File: src/rtl/fetch_queue.sv
// Fetch-to-decode instruction queue: DEPTH-entry circular buffer of (pc, instr) pairs.
// Latency: an entry enqueued at edge N is visible on deq_* in cycle N+1 (no bypass).
// Backpressure: enq_ready drops only when full (no ready-through); hold/deq_ready stall dequeue.
module fetch_queue #(
    parameter int DEPTH   = 4,
    parameter int PC_W    = 64,
    parameter int INSTR_W = 32
) (
    input  logic                       clk,
    input  logic                       reset,
    input  logic                       enq_valid,
    input  logic [PC_W-1:0]            enq_pc,
    input  logic [INSTR_W-1:0]         enq_instr,
    output logic                       enq_ready,
    output logic                       deq_valid,
    output logic [PC_W-1:0]            deq_pc,
    output logic [INSTR_W-1:0]         deq_instr,
    input  logic                       deq_ready,
    input  logic                       hold,
    input  logic                       flush,
    output logic [$clog2(DEPTH):0]     count
);

    localparam int PTR_W = $clog2(DEPTH);
    localparam int CNT_W = PTR_W + 1;

    typedef struct packed {
        logic [PC_W-1:0]    pc;
        logic [INSTR_W-1:0] instr;
    } entry_t;

    entry_t             mem_q [DEPTH];
    entry_t             mem_d [DEPTH];
    logic [PTR_W-1:0]   head_q, head_d;
    logic [PTR_W-1:0]   tail_q, tail_d;
    logic [CNT_W-1:0]   count_q, count_d;
    logic               enq_fire;
    logic               deq_fire;

    // Handshake status and head presentation come only from registered state;
    // an empty queue shows an all-zero bubble to decode.
    always_comb begin
        enq_ready = (count_q != CNT_W'(DEPTH));
        deq_valid = (count_q != '0);
        deq_pc    = deq_valid ? mem_q[head_q].pc    : '0;
        deq_instr = deq_valid ? mem_q[head_q].instr : '0;
        count     = count_q;
    end

    // Transfer qualification: flush drops both sides, hold only blocks the dequeue.
    always_comb begin
        enq_fire = enq_valid && enq_ready && !flush;
        deq_fire = deq_valid && deq_ready && !hold && !flush;
    end

    // Next-state for pointers, occupancy and storage; flush wins over normal operation.
    always_comb begin
        head_d  = head_q;
        tail_d  = tail_q;
        count_d = count_q;
        mem_d   = mem_q;
        if (flush) begin
            head_d  = '0;
            tail_d  = '0;
            count_d = '0;
        end else begin
            if (enq_fire) begin
                mem_d[tail_q] = '{pc: enq_pc, instr: enq_instr};
                tail_d        = tail_q + PTR_W'(1);
            end
            if (deq_fire) begin
                head_d = head_q + PTR_W'(1);
            end
            case ({enq_fire, deq_fire})
                2'b10:   count_d = count_q + CNT_W'(1);
                2'b01:   count_d = count_q - CNT_W'(1);
                default: count_d = count_q;
            endcase
        end
    end

    // Control state with synchronous reset.
    always_ff @(posedge clk) begin
        if (reset) begin
            head_q  <= '0;
            tail_q  <= '0;
            count_q <= '0;
        end else begin
            head_q  <= head_d;
            tail_q  <= tail_d;
            count_q <= count_d;
        end
    end

    // Entry storage is not reset; occupancy alone decides what is valid.
    always_ff @(posedge clk) begin
        mem_q <= mem_d;
    end

endmodule

File: config.mk
export PLATFORM = sky130hd
export DESIGN_NAME = fetch_queue
export DESIGN_NICKNAME = d
export VERILOG_FILES = /design/src/rtl/fetch_queue.sv
export SDC_FILE = /design/constraint.sdc
export NUM_CORES = 1
export LEC_CHECK = 0
export ABC_AREA = 1
export ABC_CLOCK_PERIOD_IN_PS = 7450
export CAP_MARGIN = 10
export CORE_MARGIN = 5
export CORE_UTILIZATION = 51
export DETAILED_ROUTE_END_ITERATION = 6
export PLACE_DENSITY = 0.75
export SYNTH_ARGS = -nofsm -noshare
export SYNTH_HDL_FRONTEND = slang
export SYNTH_SLANG_ARGS = --single-unit
File: constraint.sdc
create_clock -name clk -period 7.45 [get_ports clk]
set_input_delay 1.8625 -clock clk [delete_from_list [all_inputs] [get_ports clk]]
set_output_delay 1.8625 -clock clk [all_outputs]
set_load 0.1 [all_outputs]
==> results.md, run 1 <==
- Post-DP HPWL: around 19 mm
- Grt total ovfl: 0
- Clk_lat worst skew: approximately 0.51 ns
- Synth Area in XOR/XNOR: 0.0572%
- Vias in the first global route: roughly 9600
- Hold_buf cts: 0
- Fmax: ~0.18 GHz
- DR iter-0 viols: roughly 800
- Placeable Area: a little under 0.03 sq mm
- Initial antenna violation count: 1
- Buffer and inverter count on the worst path: 4
- Hold Path Depth: 2
- Final #Nets: between 1000 and 1500
- Routability Congestion: 0.773
- Vias: 9710
- HP Class: flip-flop to flip-flop
- Unrepaired setup endpoints after global routing: false
- Worst-Margin Slew: 1.04 ns
- Worst Path Max Fanout: 49
- Min-delay src: tail_q[0]$_SDFFE_PP0P_
- Initial core utilization: between 50% and 60%
- Synth-to-layout area growth: 23.0%
- Register area share after synthesis: 76.2%
- Yosys cell types: 20
- YS warnings: 0
- Pwr Total: 4.79 mW
- Core Rows: 63
- I/O Buffers: 202
- Htree depth: 2
- CTS tree: built
- Maximum vdd drop: about 0.16 mV
- Simple-gate portion of the synthesized area: between 10 and 15%
- Req. time, crit path: around 5.6 ns
- First-pass GRT wire length: 52.0 mm
- Worst reg2reg path endpoint: mem_q[257]$_DFFE_PP_
- Die Area: 0.0336 sq mm
- Critical Path Max Stage Delay: approximately 1.2 ns
- Crit start category: flip-flop
- Postcts setup bufs: 0
- Worst-case clock buffer depth: 3
- Reg2Reg Launch Point: count[0]$_SDFFE_PP0P_
- Post-synthesis compound-gate area fraction: 9.64%
- Multiplexer area fraction after synthesis: 0%
- First-pass DRT Iterations: 7
- Die Width: 183 microns
- Min cycle time layout: ~5.6 ns
- Synthesized Nets: around 1300
- Mapped cell area: 0.0153 sq mm
- Max Clock Skew: approximately 0.011 ns
- Kind of critical path: flip-flop to output port
- Pin count of the biggest net entering global routing: 124
- Most frequent cells in the layout: nor2_1 (392), edfxtp_1 (384), clkdlybuf4s50_1 (202), o21ai_1 (119), a21oi_1 (101)
- Routed vias/inst: 5.39
- Layout cells sized above 1: between 5 and 6%
- Post-cts sizing count: 0
- R2R setup slack: 4.76 ns
- Family with the most delay on the worst path: buffers and inverters
- Final period utilization: between 70% and 80%
- Clock-pin slew of the registers on the worst-case setup and hold paths: ~0.060 ns
- Largest family of logic cells by synthesized area: simple AND/OR/NAND/NOR gates
- Hold worst-path end: tail_q[0]$_SDFFE_PP0P_
- #FFs+latches synth: between 300 and 400
- Total leakage power: between 6 and 7 nW
- Cells after Synth: 1200
- Slowest cell on the critical path: clkdlybuf4s50_1
- Final setup fails: 0
- I/O pins: between 200 and 250
- Crit path depth: 6
- CP Cell Sequence: inv_1 -> nand3_2 -> clkinv_2 -> buf_4 -> a21oi_1 -> clkdlybuf4s50_1
- Run status: completed
- Power density over the cells: 254 mW/mm^2
- Setup total negative slack: 0 ns
- Data arrival time of the worst path: 3.77 ns
- Fin. Hold Viols: 0
- Slew headroom: about 31%
- Clock sink total: roughly 390
- Worst setup EP type: output port
- Commonest non-fill, non-tap cell in the layout: nor2_1
- Gr usage total: 19.6%
- Cts bufs inserted: 39
- Final WL: around 34 mm
- Reg2reg path depth: 5
- Synthesized-area fraction occupied by adder cells: less than 1%
- Antenna Nets Post-Route: 0
- Slew Limit Fails: 0
- Drt wl/cell: roughly 19 microns
- CTS root buf: clkbuf_16
- # DRC: 0
- Die Y: 183 microns
- Mean post-synth cell area: about 13 sq um
- Max cap viols: 0
cell usage after synthesis, drive strengths merged:
master,number,area share (%)
ha,5,0.41
a21oi,101,3.3
nand2,12,0.29
edfxtp,384,75
nor2,396,9.7
xor2,1,0.057
o21ai,194,6.3
nand3,6,0.23
buf,39,1.8
fa,1,0.13
dfxtp,7,0.92
inv,19,0.47
clkbuf,35,1.0
worst max-delay path by stage:
stage / start / end / slack [ns]
2_1_floorplan: count[1]$_SDFFE_PP0P_ / mem_q[0]$_DFFE_PP_ / 0.43
4_1_cts: count[0]$_SDFFE_PP0P_ / deq_pc[2] / 1.74
6_report: count[0]$_SDFFE_PP0P_ / deq_pc[1] / 1.82
3_3_place_gp: head_q[0]$_SDFFE_PP0P_ / deq_instr[23] / 2.34
5_1_grt: count[0]$_SDFFE_PP0P_ / deq_pc[22] / 1.58
3_5_place_dp: count[0]$_SDFFE_PP0P_ / deq_instr[29] / 2.30
per-stage QoR:
step	cell area, sq um	setup WS, ns	utilization (%)	cells	hold slack (ns)
after floorplan	15300	0.427	-	1200	0.471
after global placement	17600	2.34	59.2	1731	0.492
after detailed placement	17600	2.30	59.2	1731	0.509
after CTS	18800	1.74	63.5	1800	0.520
after global routing	18800	1.58	63.5	1800	0.535
final	18800	1.82	63.5	1801	0.509
flip-flops by register name (all words and copies together), names as in the netlist:
register	count
tail_q	2
count	3
mem_q	384
head_q	2
area by class of cell:
class,count,area [sq um]
Clock inverter,21,224
Timing Repair Buffer,215,2140
Clock buffer,48,1050
Fill cell,2177,10800
Tap cell,390,488
Antenna cell,1,2.50
Multi-Input combinational cell,716,3160
Inverter,19,80.1
Sequential cell,391,11700
power breakdown:
group          total [mW]  leakage, nW  internal, mW  switching [mW]
sequential           2.46         3.55          2.45         0.00761
combinational       0.395         2.15         0.109           0.285
clock                1.94        0.618          1.17           0.764
total                4.79         6.31          3.73            1.06
cells by family after synthesis:
| logic type | after synthesis |
|---|---|
| flops | 391 |
| buf+inv | 93 |
| xor+xnor | 1 |
| compound gates | 295 |
| simple gates | 414 |
| fa+ha+maj | 6 |
metal layers:
layer  vias to the layer above  part of all wire [%]  track usage (%)
met2                       314                    50             33.7
met1                      4730                    41             26.2
met3                        48                   6.5             3.77
met5                         -                 0.036                0
li1                       4616                     -                -
met4                         2                   1.9             4.65
worst min-delay path: cells and delay by family, from the launching register on:
kind,cells,cell delay (ns)
flops,1,0.34
simple gates,1,0.07
compound gates,1,0.05
No activity file was read; power rests on OpenSTA's default activity.
==> run 2, diff against run 1 <==
--- a/config.mk
+++ b/config.mk
@@ -6,12 +6,12 @@
 export NUM_CORES = 1
 export LEC_CHECK = 0
 export ABC_AREA = 1
-export ABC_CLOCK_PERIOD_IN_PS = 7450
+export ABC_CLOCK_PERIOD_IN_PS = 4950
 export CAP_MARGIN = 10
 export CORE_MARGIN = 5
-export CORE_UTILIZATION = 51
+export CORE_UTILIZATION = 50
 export DETAILED_ROUTE_END_ITERATION = 6
-export PLACE_DENSITY = 0.75
+export PLACE_DENSITY = 0.76
 export SYNTH_ARGS = -nofsm -noshare
 export SYNTH_HDL_FRONTEND = slang
 export SYNTH_SLANG_ARGS = --single-unit
==> constraint.sdc (replaced) <==
create_clock -name clk -period 4.95 [get_ports clk]
set_input_delay 1.2375 -clock clk [delete_from_list [all_inputs] [get_ports clk]]
set_output_delay 1.2375 -clock clk [all_outputs]
set_load 0.1 [all_outputs]
==> results.md, run 2 (synthesized netlist as in run 1, its figures left out) <==
- Run status: completed
- Worst-Margin Slew: slightly above 1 ns
- Hold worst-path end: tail_q[1]$_SDFFE_PP0P_
- Worst reg2reg path endpoint: mem_q[31]$_DFFE_PP_
- Power density over the cells: 380 mW/mm^2
- Die Area: around 0.034 sq mm
- Pre-CTS setup slack: roughly 1.1 ns
- Largest register by flop count: mem_q
- Placed Area: ~0.017 sq mm
- Hold_buf cts: 0
- Placeable Area: roughly 0.030 sq mm
- Routability Congestion: slightly below 0.8
- Cts bufs inserted: 40
- Worst setup EP type: output port
- Kind of critical path: flip-flop to output port
- Fin. Hold Viols: 0
- CTS tree: built
- Unrepaired setup endpoints after global routing: false
- Most frequent cells in the layout: nor2_1 (392), edfxtp_1 (384), o21ai_1 (119), clkdlybuf4s50_1 (106), buf_4 (103)
- Reg2reg path depth: 5
- Antenna Nets Post-Route: 0
- Fill cells: 2305
- HP Class: flip-flop to flip-flop
- Crit start category: flip-flop
- First-pass DRT Iterations: 6
- Max FFs per register: roughly 380
- Postcts setup bufs: 0
- GRT met3 Usage: 3.79%
- Busiest grt layer: met2
- Core Rows: 64
- I/O pins: around 200
- Fmax: roughly 0.23 GHz
- N_diodes: 0
- M2 GR Usage: between 30% and 40%
- Die Y: around 180 microns
- Final #Nets: about 1500
- Non-Filler Cell Area, Final: roughly 0.019 sq mm
- Slew headroom: between 30% and 40%
- Layout cells sized above 1: between 10% and 20%
- Worst-case clock buffer depth: 3
- Req. time, crit path: approximately 3.7 ns
- Commonest non-fill, non-tap cell in the layout: nor2_1
- Clock-pin slew of the registers on the worst-case setup and hold paths: roughly 0.05 ns
- Min cycle time layout: around 4.3 ns
- Max Clock Skew: 0.00891 ns
- Initial core utilization: between 50% and 60%
- CTS root buf: clkbuf_16
- I/O Buffers: 202
- Data arrival time of the worst path: slightly above 3 ns
- Htree depth: 2
- Slew Limit Fails: 0
- Routed vias/inst: between 5 and 6
- DR iter-0 viols: between 700 and 800
- Post-DP HPWL: about 19 mm
- Max cap viols: 0
- Hold Path Depth: 2
- Die Width: about 180 microns
- Final period utilization: 87.5%
- Min-delay src: tail_q[1]$_SDFFE_PP0P_
- R2R setup slack: 2.66 ns
- Gr usage total: about 19%
- Synth-to-layout area growth: 21.9%
- Vias: roughly 9700
- Initial antenna violation count: 0
- M1 GR Usage: 25.8%
- Vias in the first global route: around 9700
- Clk_lat worst skew: 0.51 ns
- Reg2Reg Launch Point: count[1]$_SDFFE_PP0P_
- Final worst slack: slightly above 0.6 ns
- Drt wl/cell: about 19 microns
- First-pass GRT wire length: ~52 mm
- Final WL: between 30 and 40 mm
- Pin count of the biggest net entering global routing: just under 200
- Final setup fails: 0
- Grt total ovfl: 0
- Maximum vdd drop: just over 0.3 mV
- Post-cts sizing count: 0
- Worst Path Max Fanout: between 50 and 60
- Clock sink total: just under 400
- Total leakage power: between 6 and 7 nW
- # DRC: 0
==> run 2: changes by cell type in the layout (fill, tap and decap cells not counted) <==
cell,delta
diode_2,-1
clkbuf_1,+7
clkinvlp_4,-1
buf_4,+92
clkinv_1,-3
clkdlybuf4s50_1,-96
buf_12,+7
bufinv_16,-2
==> run 2: worst max path at each step <==
| stage | end | depth (start not counted) | from | slack, ns |
|---|---|---|---|---|
| after floorplan | mem_q[0]$_DFFE_PP_ | 4 | count[1]$_SDFFE_PP0P_ | -0.54 |
| after global placement | deq_pc[29] | 6 | count[0]$_SDFFE_PP0P_ | 1.08 |
| after detailed placement | deq_pc[29] | 6 | count[0]$_SDFFE_PP0P_ | 1.05 |
| after CTS | deq_pc[29] | 6 | count[0]$_SDFFE_PP0P_ | 0.53 |
| after global routing | deq_pc[29] | 6 | count[0]$_SDFFE_PP0P_ | 0.39 |
| final | deq_pc[29] | 6 | count[0]$_SDFFE_PP0P_ | 0.62 |
==> run 2: final cells by class <==
type / count / area [sq um] / share of cell area, %
flip-flops and latches: 391 / 11700 / 62.6
clock buffers: 55 / 1080 / 5.78
inverters: 19 / 80.1 / 0.429
clock inverters: 15 / 145 / 0.778
repair buffers: 218 / 2010 / 10.8
multi-input cells: 716 / 3160 / 17.0
well taps: 396 / 495 / 2.66
==> run 2: where the power goes <==
group | internal [mW] | switching [mW] | total [mW]
sequential | 3.69 | 0.0117 | 3.70
combinational | 0.154 | 0.432 | 0.585
clock | 1.67 | 1.14 | 2.81
total | 5.51 | 1.58 | 7.09
==> run 2: layer usage <==
| metal | part of all wire [%] | vias up |
|---|---|---|
| met5 | 0 | - |
| met4 | 2.1 | 0 |
| met3 | 6.5 | 57 |
| met2 | 50 | 304 |
| met1 | 41 | 4702 |
| li1 | - | 4624 |
==> run 2: critical path: stages, from the launching register on <==
cell and delay (ns):
dfxtp_1 0.33, inv_1 0.10, nand3_2 0.15, clkinv_2 0.68, buf_4 0.60, a21oi_1 0.33
buf_4 0.35
==> run 2: metrics by stage <==
step / total power [mW] / util (%) / setup TNS, ns / hold slack, ns / std cells
floorplan: 4.14 / - / -206.88 / 0.471 / 1200
global placement: 4.35 / 57.3 / 0 / 0.490 / 1740
detailed placement: 4.36 / 57.3 / 0 / 0.501 / 1740
CTS: 7.15 / 61.3 / 0 / 0.507 / 1810
global route: 7.34 / 61.3 / 0 / 0.534 / 1810
finish: 7.09 / 61.3 / 0 / 0.507 / 1810
==> run 3, diff against run 2 <==
==> config.mk (replaced) <==
export PLATFORM = sky130hd
export DESIGN_NAME = fetch_queue
export DESIGN_NICKNAME = d
export VERILOG_FILES = /design/src/rtl/fetch_queue.sv
export SDC_FILE = /design/constraint.sdc
export NUM_CORES = 1
export LEC_CHECK = 0
export CAP_MARGIN = 10
export CORE_MARGIN = 5
export CORE_UTILIZATION = 49
export CTS_CLUSTER_SIZE = 10
export DETAILED_ROUTE_END_ITERATION = 6
export PLACE_DENSITY = 0.75
export SYNTH_ARGS = -nofsm -noshare
export SYNTH_HDL_FRONTEND = slang
export SYNTH_SLANG_ARGS = --single-unit
==> results.md, run 3 <==
- Run status: completed
- Ys flop type: edfxtp_1
- Layout Utilization: a little over 60%
- Gr usage total: about 17%
- CTS tree: built
- Most frequent cells after synthesis: edfxtp_1 (384), and2_1 (97), mux4_2 (96), clkbuf_1 (17), buf_2 (13)
- First-pass GRT wire length: around 45 mm
- CTS root buf: clkbuf_16
- Critical Path Max Stage Delay: 0.84 ns
- Post-cts sizing count: 0
- Slew Limit Fails: 0
- Asr flop ratio synth: 0%
- Die Width: around 180 microns
- Cts bufs inserted: 45
- R2R setup slack: 2.14 ns
- Largest area contributor in the netlist: edfxtp_1
- Worst-Margin Slew: slightly below 1 ns
- Largest cells by area after synthesis: edfxtp_1 (77%), mux4_2 (14%), and2_1 (4.1%)
- CP Cell Sequence: buf_4 -> mux4_2 -> and2_1 -> buf_4
- Unrepaired setup endpoints after global routing: false
- Grt total ovfl: 0
- Routed vias/inst: approximately 5.4
- Fin. Hold Viols: 0
- Clock sink total: between 300 and 400
- Layout cells sized above 1: between 20% and 30%
- Synth-to-layout area growth: 23.9%
- I/O Buffers: 202
- Min cycle time layout: just over 4 ns
- Final period utilization: around four fifths
- Cells after Synth: 662
- Req. time, crit path: roughly 3.7 ns
- Pin count of the biggest net entering global routing: 64
- #FFs+latches synth: between 300 and 400
- Placed Area: ~0.017 sq mm
- Max FFs per register: 384
- Die Y: 184 microns
- Kind of critical path: flip-flop to output port
- Final WL: 28.9 mm
- Family with the most delay on the worst path: flip-flops
- Final #Nets: ~1000
- Most frequent cells in the layout: edfxtp_1 (384), buf_4 (106), clkdlybuf4s50_1 (105), and2_1 (97), mux4_2 (96)
- Mapped cell area: around 0.015 sq mm
- Yosys cell types: 26
- Vias in the first global route: 7661
- Hold_buf cts: 0
- First-pass DRT Iterations: 6
- Pwr Total: 6.96 mW
- WHS: between 0.5 and 0.6 ns
- Register area share after synthesis: between 70% and 80%
- Routability Congestion: approximately 0.71
- Worst-case clock buffer depth: 3
- Initial core utilization: about 50%
- Mean post-synth cell area: about 23 sq um
- Power density over the cells: around 380 mW/mm^2
- DR iter-0 viols: around 500
- Slew headroom: roughly a third
- Placeable Area: ~0.03 sq mm
- I/O pins: 203
- Commonest non-fill, non-tap cell in the layout: edfxtp_1
- Max Clock Skew: between 0.008 and 0.009 ns
- Worst Path Max Fanout: 36
- Die Area: 0.0340 sq mm
- Core Rows: between 60 and 70
- Setup total negative slack: 0 ns
- Count leader, synth: edfxtp_1
- Max cap viols: 0
- Worst setup EP type: output port
- Crit start category: flip-flop
- Post-DP HPWL: ~18 mm
- Synthesized Nets: 770
- Largest register by flop count: mem_q
- Postcts setup bufs: 0
- Antenna Nets Post-Route: 0
- Buffer and inverter count on the worst path: 2
- Data arrival time of the worst path: approximately 2.8 ns
- Fmax: around 0.25 GHz
- Initial antenna violation count: 3
- # DRC: 0
- EDFF count, synth: around 380
- Final setup fails: 0
- Total leakage power: between 6 and 7 nW
- Non-Filler Cell Area, Final: around 0.018 sq mm
- Fill cells: between 2000 and 2500
- Most frequent CP cell: buf_4
- Drt wl/cell: 22.2 microns
- Vias: 7005
- Slowest cell on the critical path: dfxtp_4
- Clock-pin slew of the registers on the worst-case setup and hold paths: roughly 0.050 ns
- Clk_lat worst skew: 0.52 ns
- Yosys top cell area share: 77.3%
- Htree depth: 2
- YS warnings: 0
- Maximum vdd drop: roughly 0.35 mV
- HP Class: flip-flop to flip-flop
-- run 3: path summary, 6_finish.rpt --
check | from | to | cells past startpoint
setup / recovery | head_q[0]$_SDFFE_PP0P_ | deq_pc[32] | 4
hold / removal | tail_q[1]$_SDFFE_PP0P_ | tail_q[1]$_SDFFE_PP0P_ | 2
setup reg to reg | count[0]$_SDFFE_PP0P_ | count[2]$_SDFFE_PP0P_ | 8
hold reg to reg | tail_q[1]$_SDFFE_PP0P_ | tail_q[1]$_SDFFE_PP0P_ | 2
-- run 3: layer usage --
metal	global-route usage, %	share of wire, %
met5	0	0
met4	4.79	2.0
met3	4.84	7.7
met2	27.9	50
met1	23.0	41
-- run 3: per-stage QoR --
step,setup WS (ns),instances
finish,0.923,1299
global route,0.710,1298
CTS,0.822,1296
detailed placement,1.30,1236
global placement,1.36,1236
floorplan,0.519,662
-- run 3: area by class of cell --
| type | count | area (sq um) | area share (%) |
|---|---|---|---|
| antenna | 3 | 7.51 | 0.0406 |
| clock buffer | 58 | 1220 | 6.59 |
| clock inverter | 2 | 17.5 | 0.0948 |
| inverter | 6 | 22.5 | 0.122 |
| multi-input combinational | 231 | 3060 | 16.6 |
| sequential | 391 | 11700 | 63.2 |
| tap | 390 | 488 | 2.64 |
| timing repair buffer | 218 | 1990 | 10.8 |
-- run 3: kinds of logic (layout without fill, tap and decap cells) --
family / Yosys count / count (layout) / share of synthesized area [%]
simple gates: 120 / 120 / 4.91
other cells: 0 / 3 / 0
flops: 391 / 391 / 78.2
mux: 98 / 98 / 14.6
xor+xnor: 2 / 2 / 0.117
compound gates: 5 / 5 / 0.184
fa+ha+maj: 6 / 6 / 0.554
buf+inv: 40 / 284 / 1.38
-- run 3: tightest hold or removal path, delay by kind of cell (launching register included) --
| kind | cells | cell delay, ns |
|---|---|---|
| and+or+nand+nor | 1 | 0.07 |
| DFF | 1 | 0.34 |
| AOI/OAI and AO/OA | 1 | 0.08 |
-- run 3: report_power, final --
group	switching, mW	internal (mW)	leakage (nW)
clock network	1.14	1.69	0.601
logic	0.275	0.149	1.92
registers	0.0108	3.69	3.55
total	1.43	5.53	6.07
